$ cat src/rtl/serial_frame_rx.sv
// Serial frame receiver: start=1, DATA_W data bits, optional even parity, stop=0; one-word output buffer.
// Parity bit and parity_err port exist only when SERIAL_FRAME_RX_PARITY_EN is defined.
module serial_frame_rx #(
  parameter int DATA_W    = 8,
  parameter bit MSB_FIRST = 1'b1
) (
  input  logic              clk,
  input  logic              rst,
  input  logic              sin,
  input  logic              bit_en,
  output logic [DATA_W-1:0] dout,
  output logic              dout_valid,
  input  logic              dout_ready,
  output logic              frame_err,
  output logic              overrun,
  output logic              busy
`ifdef SERIAL_FRAME_RX_PARITY_EN
  ,
  output logic              parity_err
`endif
);

  localparam int CW = $clog2(DATA_W + 1);
  localparam logic [CW-1:0] LAST = CW'(DATA_W - 1);

  typedef enum logic [1:0] {IDLE, DATA, PARITY, STOP} state_t;

  state_t              state;
  logic [CW-1:0]       cnt;
  logic [DATA_W-1:0]   shreg;
  logic [DATA_W-1:0]   shreg_next;
`ifdef SERIAL_FRAME_RX_PARITY_EN
  logic                par;
`endif

  // Shift direction decides which dout bit the first received data bit lands in.
  always_comb begin
    shreg_next = shreg;
    if (MSB_FIRST)
      shreg_next = (shreg << 1) | DATA_W'(sin);
    else
      shreg_next = (shreg >> 1) | (DATA_W'(sin) << (DATA_W - 1));
  end

  always_ff @(posedge clk) begin
    if (rst) begin
      state      <= IDLE;
      cnt        <= '0;
      shreg      <= '0;
      dout       <= '0;
      dout_valid <= 1'b0;
      frame_err  <= 1'b0;
      overrun    <= 1'b0;
      busy       <= 1'b0;
`ifdef SERIAL_FRAME_RX_PARITY_EN
      par        <= 1'b0;
      parity_err <= 1'b0;
`endif
    end else begin
      frame_err <= 1'b0;
      overrun   <= 1'b0;
`ifdef SERIAL_FRAME_RX_PARITY_EN
      parity_err <= 1'b0;
`endif
      if (dout_valid && dout_ready)
        dout_valid <= 1'b0;

      if (bit_en) begin
        case (state)
          IDLE: begin
            if (sin) begin
              state <= DATA;
              cnt   <= '0;
              busy  <= 1'b1;
`ifdef SERIAL_FRAME_RX_PARITY_EN
              par   <= 1'b0;
`endif
            end
          end
          DATA: begin
            shreg <= shreg_next;
            cnt   <= cnt + CW'(1);
`ifdef SERIAL_FRAME_RX_PARITY_EN
            par   <= par ^ sin;
            if (cnt == LAST)
              state <= PARITY;
`else
            if (cnt == LAST)
              state <= STOP;
`endif
          end
`ifdef SERIAL_FRAME_RX_PARITY_EN
          PARITY: begin
            par   <= par ^ sin;
            state <= STOP;
          end
`endif
          STOP: begin
            // A 1 here is a broken stop bit, never a fresh start bit.
            state <= IDLE;
            busy  <= 1'b0;
            if (sin)
              frame_err <= 1'b1;
`ifdef SERIAL_FRAME_RX_PARITY_EN
            else if (par)
              parity_err <= 1'b1;
`endif
            else if (!dout_valid || dout_ready) begin
              dout       <= shreg;
              dout_valid <= 1'b1;
            end else
              overrun <= 1'b1;
          end
          default: begin
            state <= IDLE;
            busy  <= 1'b0;
          end
        endcase
      end
    end
  end

endmodule

$ cat config.mk
export PLATFORM = sky130hd
export DESIGN_NAME = serial_frame_rx
export DESIGN_NICKNAME = d
export VERILOG_FILES = /design/src/rtl/serial_frame_rx.sv
export SDC_FILE = /design/constraint.sdc
export NUM_CORES = 1
export LEC_CHECK = 0
export CORE_AREA = 2 2 52 54
export CTS_CLUSTER_SIZE = 20
export DETAILED_ROUTE_END_ITERATION = 10
export DIE_AREA = 0 0 54 56
export PLACE_DENSITY = 0.67
export SLEW_MARGIN = 25
export SYNTH_ARGS = -nofsm -noshare
export SYNTH_HDL_FRONTEND = slang
export SYNTH_SLANG_ARGS = --single-unit
$ cat constraint.sdc
create_clock -name clk -period 1.5 [get_ports clk]
set_input_delay 0.225 -clock clk [delete_from_list [all_inputs] [get_ports clk]]
set_output_delay 0.225 -clock clk [all_outputs]
set_load 0.005 [all_outputs]
# [Word level (Yosys, flattened, before mapping)]
# Cells that the tools add are included.
[totals] regBits=26 in_bits=5 out_inout_bits=12 wordCells=45
[classes] add_sub_neg=1 eq_ne=5 n_mux=14 n_bitwise=5 n_reduce_logical=12
[op_table] op="$reduce_and A3 Y1" count=3
[op_table] op="$mux W1" count=8
[op_table] op="$or A8 B1 Y8" count=1
[op_table] op="$pmux W4 S2" count=1
[op_table] op="$add A4 B1 Y4 const B" count=1
[op_table] op="$eq A4 B3 Y1 const B" count=1
[op_table] op="$mux W2" count=2
[op_table] op="$mux W4" count=1
[op_table] op="$ne A2 B2 Y1 const B" count=2
[op_table] op="$not A1 Y1" count=4
[op_table] op="$pmux W2 S2" count=1
[op_table] op="$reduce_and A4 Y1" count=1
[op_table] op="$reduce_or A4 Y1" count=1
[op_table] op="$reduce_or A3 Y1" count=1
[op_table] op="$eq A2 B1 Y1 const B" count=1
[op_table] op="$eq A2 B2 Y1 const B" count=1
[op_table] op="$logic_not A2 Y1" count=1
[op_table] op="$pmux W1 S2" count=1
[op_table] op="$reduce_and A2 Y1" count=1
[op_table] op="$reduce_bool A2 Y1" count=1
[op_table] op="$logic_and A1 B1 Y1" count=1
[op_table] op="$logic_not A1 Y1" count=1
[op_table] op="$logic_or A1 B1 Y1" count=1

# [Depth between registers and ports, before layout]
[logic_depth] word_depth=6 ltp_mapped=5 ltp_nobuf=3

# [Worst setup path after synthesis]
# OpenSTA, ideal clock, no wires.
[synth_timing] kind="register to register" from="reg state[0]" to="reg dout[0]" setup_ns=0.072 arrival_time_ns=1.043 required_ns=1.428 setup_slack_ns=0.386 path_stages_with_launch=6 path_buffers=2 period_less_slack_ns=1.114 cell_sequence="dfxtp_1 -> buf_4 -> nand4b_1 -> nor2b_1 -> buf_4 -> mux2i_1"
[synth_between] elab_chain_len=2
[synth_rtl] element="start: declaration" line_no="28" rtl="state_t state;"
[synth_rtl] element="start signal: assignment" line_no="47" rtl="state <= IDLE;"
[synth_rtl] element="start signal: assignment" line_no="72" rtl="state <= DATA;"
[synth_rtl] element="start signal: assignment" line_no="89" rtl="state <= STOP;"
[synth_rtl] element="$eq A2 B2 Y1" line_no="69" rtl="case (state)"
[synth_rtl] element="$reduce_and A4 Y1 (no source line)"
[synth_rtl] element="end signal: assignment" line_no="109" rtl="dout <= shreg;"
[synth_rtl] element="end: declaration" line_no="11" rtl="output logic [DATA_W-1:0] dout,"
# No other way between the ends.
# A chain may end at the register's enable or synchronous reset.

# [Worst setup path after layout]
[layout_timing] from="reg dout[6]" to="out dout[6]"
# No word-level cell between the ends.

==> summary.log <==
INFO  global_routing globalRouteOverflowTotal=0
INFO  cts            number_of_buffers_created_by_cts=3
INFO  critical_path  critical-path-top-delay-family=buffers and inverters
INFO  sta            final_max_slew_viol_count=0
INFO  critical_path  data_required_time_of_the_critical_path=1.27ns
INFO  pwr            power-per-cell-area=931mW/mm^2
INFO  synthesis      ys_ff_latch=26
INFO  cts            cts-hold-fix-buffers=0
INFO  die            floorplan.io_pins=17
INFO  synthesis      synth_compound_area_share=11.1%
INFO  placed_design  detailedPlacementHpwl=1360um
INFO  drt            routed-via-count=838
INFO  outcome        outcome=completed
INFO  cts            tritoncts=yes
INFO  critical_path  critPathMaxStageDelay=0.50ns
INFO  hold_path      worstHoldPathType=register to register
INFO  cts            cts_setup_buffers=0
INFO  sta            finalClockSkew=0.00719ns
INFO  die            die-width=54um
INFO  finish         fin_nets=144
INFO  cts            max_buffers_root_to_sink=2
INFO  sta            fin_crit=1.41ns
INFO  drt            drtPass1Iterations=4
INFO  critical_path  critPathArrivalTime=1.18ns
INFO  synthesis      yosys_warnings=0
INFO  drt            detail_route.vias_per_cell=5.02
INFO  critical_path  critPathSlowestCell=clkdlybuf4s50_1
INFO  critical_path  r2r_setup_slack=0.17ns
INFO  sta            setup_violations=0
INFO  finish         flow.area_growth_from_synthesis=26.5%
INFO  synthesis      synth_largest_type_area_fraction=48.5%
INFO  sta            peak_clock_frequency_supported_by_timing=0.710GHz
INFO  cts            clk_pin_slew_worst_paths=0.14ns
INFO  placed_design  port_buffers=16
INFO  die            rows=18
INFO  synthesis      synth_top_cells_by_count=26 x dfxtp_1, 19 x nand2b_1, 16 x nand2_1, 13 x a21oi_1, 8 x mux2i_1
INFO  synthesis      syn_avg_cell_area=9.32squm
INFO  synthesis      syn-cell-area=0.00107sqmm
INFO  sta            period_share=93.8%
INFO  synthesis      top_cells_by_area_in_the_synthesized_netlist=dfxtp_1 49%, nand2b_1 11%, mux2i_1 7.5%
INFO  synthesis      synthMostInstantiatedCell=dfxtp_1
INFO  synthesis      synth_xor_xnor_area_share=0%
INFO  synthesis      synth_fa_ha_area_share=1.17%
INFO  synthesis      synth_seq_area_share=48.5%
INFO  critical_path  worst_setup_path_end_kind=output pin
INFO  sta            slew_headroom=75.4%
INFO  critical_path  setup.worst_path.class=register to output pin
INFO  critical_path  cp_max_fo=2
INFO  synthesis      synth.mux.area_fraction=7.47%
INFO  drt            drc=0
INFO  synthesis      synth_ff_type=dfxtp_1
INFO  synthesis      async_reset_ff_share=0%
INFO  die            core_region_area=0.00243sqmm
INFO  global_routing grt_max_degree=35
INFO  die            initial_utilization=44.1%
INFO  placed_design  gpl_wtd_cong=0.787
INFO  sta            worst_pin_slew=0.368ns
INFO  sta            rsz_0062_raised_after_global_routing=false
INFO  finish         antenna_diode_count=0
INFO  drt            routed_wire_length_per_instance=11.5um
INFO  global_routing grt_util_all_layers=14.8%
INFO  global_routing global_route_wire_length_before_repair=3320um
INFO  pwr            power_total=1260uW
INFO  die            fp.dieH=56um
INFO  global_routing antenna_found_initial=0
INFO  synthesis      synthSimpleGateAreaFrac=27.1%
INFO  pwr            power.leakage=0.000461uW
INFO  sta            report.final.hold_viol_count=0
INFO  cts            cts.root.buffer_cell=clkbuf_4
INFO  synthesis      synth_cells=115
INFO  cts            worstSkewPairLatency=0.32ns
INFO  global_routing number_of_global_route_vias_before_repair=780
INFO  synthesis      count_of_flip_flops_with_a_built_in_enable_after_synthesis=0
INFO  drt            drtIter0Drc=12
INFO  synthesis      mappedNetlistNets=121
INFO  cts            cts_resized=0
INFO  cts            cts.sinks=26
INFO  cts            htree_levels=1
INFO  die            dieArea=0.00302sqmm
INFO  sta            hold_ws=0.465ns
INFO  job            timing.max_cap.violations=0
INFO  critical_path  cp.buffers_inverters=1
INFO  finish         final_layout_size_suffix_gt1_share=10.2%
INFO  synthesis      yosysUniqueCellTypes=26
INFO  drt            wl=1920um
INFO  synthesis      post-synth-top-area-cell=dfxtp_1
INFO  critical_path  worstSetupStartpointType=register
INFO  synthesis      main_combinational_cell_family_by_area_after_synthesis=simple AND/OR/NAND/NOR gates
INFO  drt            drtAntennaViolNets=0
INFO  critical_path  crit_chain=clkdlybuf4s50_1
INFO  pwr            worst_ir_drop_vdd=0.000618V
path summary, 6_finish.rpt:
path,from,endpoint,depth (start not counted)
max,dout[6]$_SDFFE_PP0P_,dout[6],1
min,shreg[7]$_SDFFE_PP0P_,shreg[7]$_SDFFE_PP0P_,2
max reg2reg,state[0]$_SDFFE_PP0P_,dout[4]$_SDFFE_PP0P_,4
min reg2reg,shreg[7]$_SDFFE_PP0P_,shreg[7]$_SDFFE_PP0P_,2
per-stage QoR:
stage	area [sq um]	TNS, ns	instances	utilization, %	worst slack, ns
after floorplan	1070	0	115	-	0.386
after global placement	1300	-0.0510	163	53.6	-0.0384
after detailed placement	1300	-0.422	163	53.6	-0.0903
after CTS	1360	0	167	55.8	0.0655
after global routing	1360	0	167	55.8	0.0177
final	1360	0	167	55.8	0.0925
flip-flops by register name, indices dropped and copies added, names as in the netlist:
register and flops:
busy 1, cnt 4, dout 8, overrun 1, state 2, dout_valid 1
frame_err 1, shreg 8
layout by cell type, fill, tap and decap left out, types with 4 or more instances in the layout:
cell type	synthesis	layout
a21oi_1	13	13
buf_4	3	8
clkdlybuf4s50_1	0	16
dfxtp_1	26	26
mux2i_1	8	8
nand2_1	16	16
nand2b_1	19	19
nor2_1	4	4
power breakdown:
| part | internal [uW] | switching (uW) | total [uW] | leakage (uW) |
|---|---|---|---|---|
| clock | 270 | 208 | 478 | 0.0000279 |
| combinational | 43.6 | 36.0 | 79.6 | 0.000223 |
| sequential | 697 | 8.56 | 706 | 0.000210 |
| total | 1010 | 252 | 1260 | 0.000461 |
metal layers:
metal | vias up | GRT usage, % | wire [um]
li1 | 435 | - | -
met1 | 384 | 18.3 | 894
met2 | 15 | 23.5 | 919
met3 | 4 | 3.23 | 60
met4 | 0 | 7.50 | 43
met5 | - | 0 | 0
final cells by class:
| type | instances | area, sq um |
|---|---|---|
| multi-input combinational | 81 | 502 |
| fill | 219 | 1080 |
| tap | 30 | 37.5 |
| clock buffer | 3 | 22.5 |
| clock inverter | 1 | 30.0 |
| inverter | 1 | 3.75 |
| sequential | 26 | 520 |
| timing repair buffer | 25 | 240 |
cell families after synthesis:
group | Yosys count
flip-flops | 26
adder cells (fa/ha/maj) | 1
AND/OR/NAND/NOR | 51
multiplexers | 8
AO/OA/AOI/OAI | 21
buffers and inverters | 8
Power figures use the tool's default switching activity.
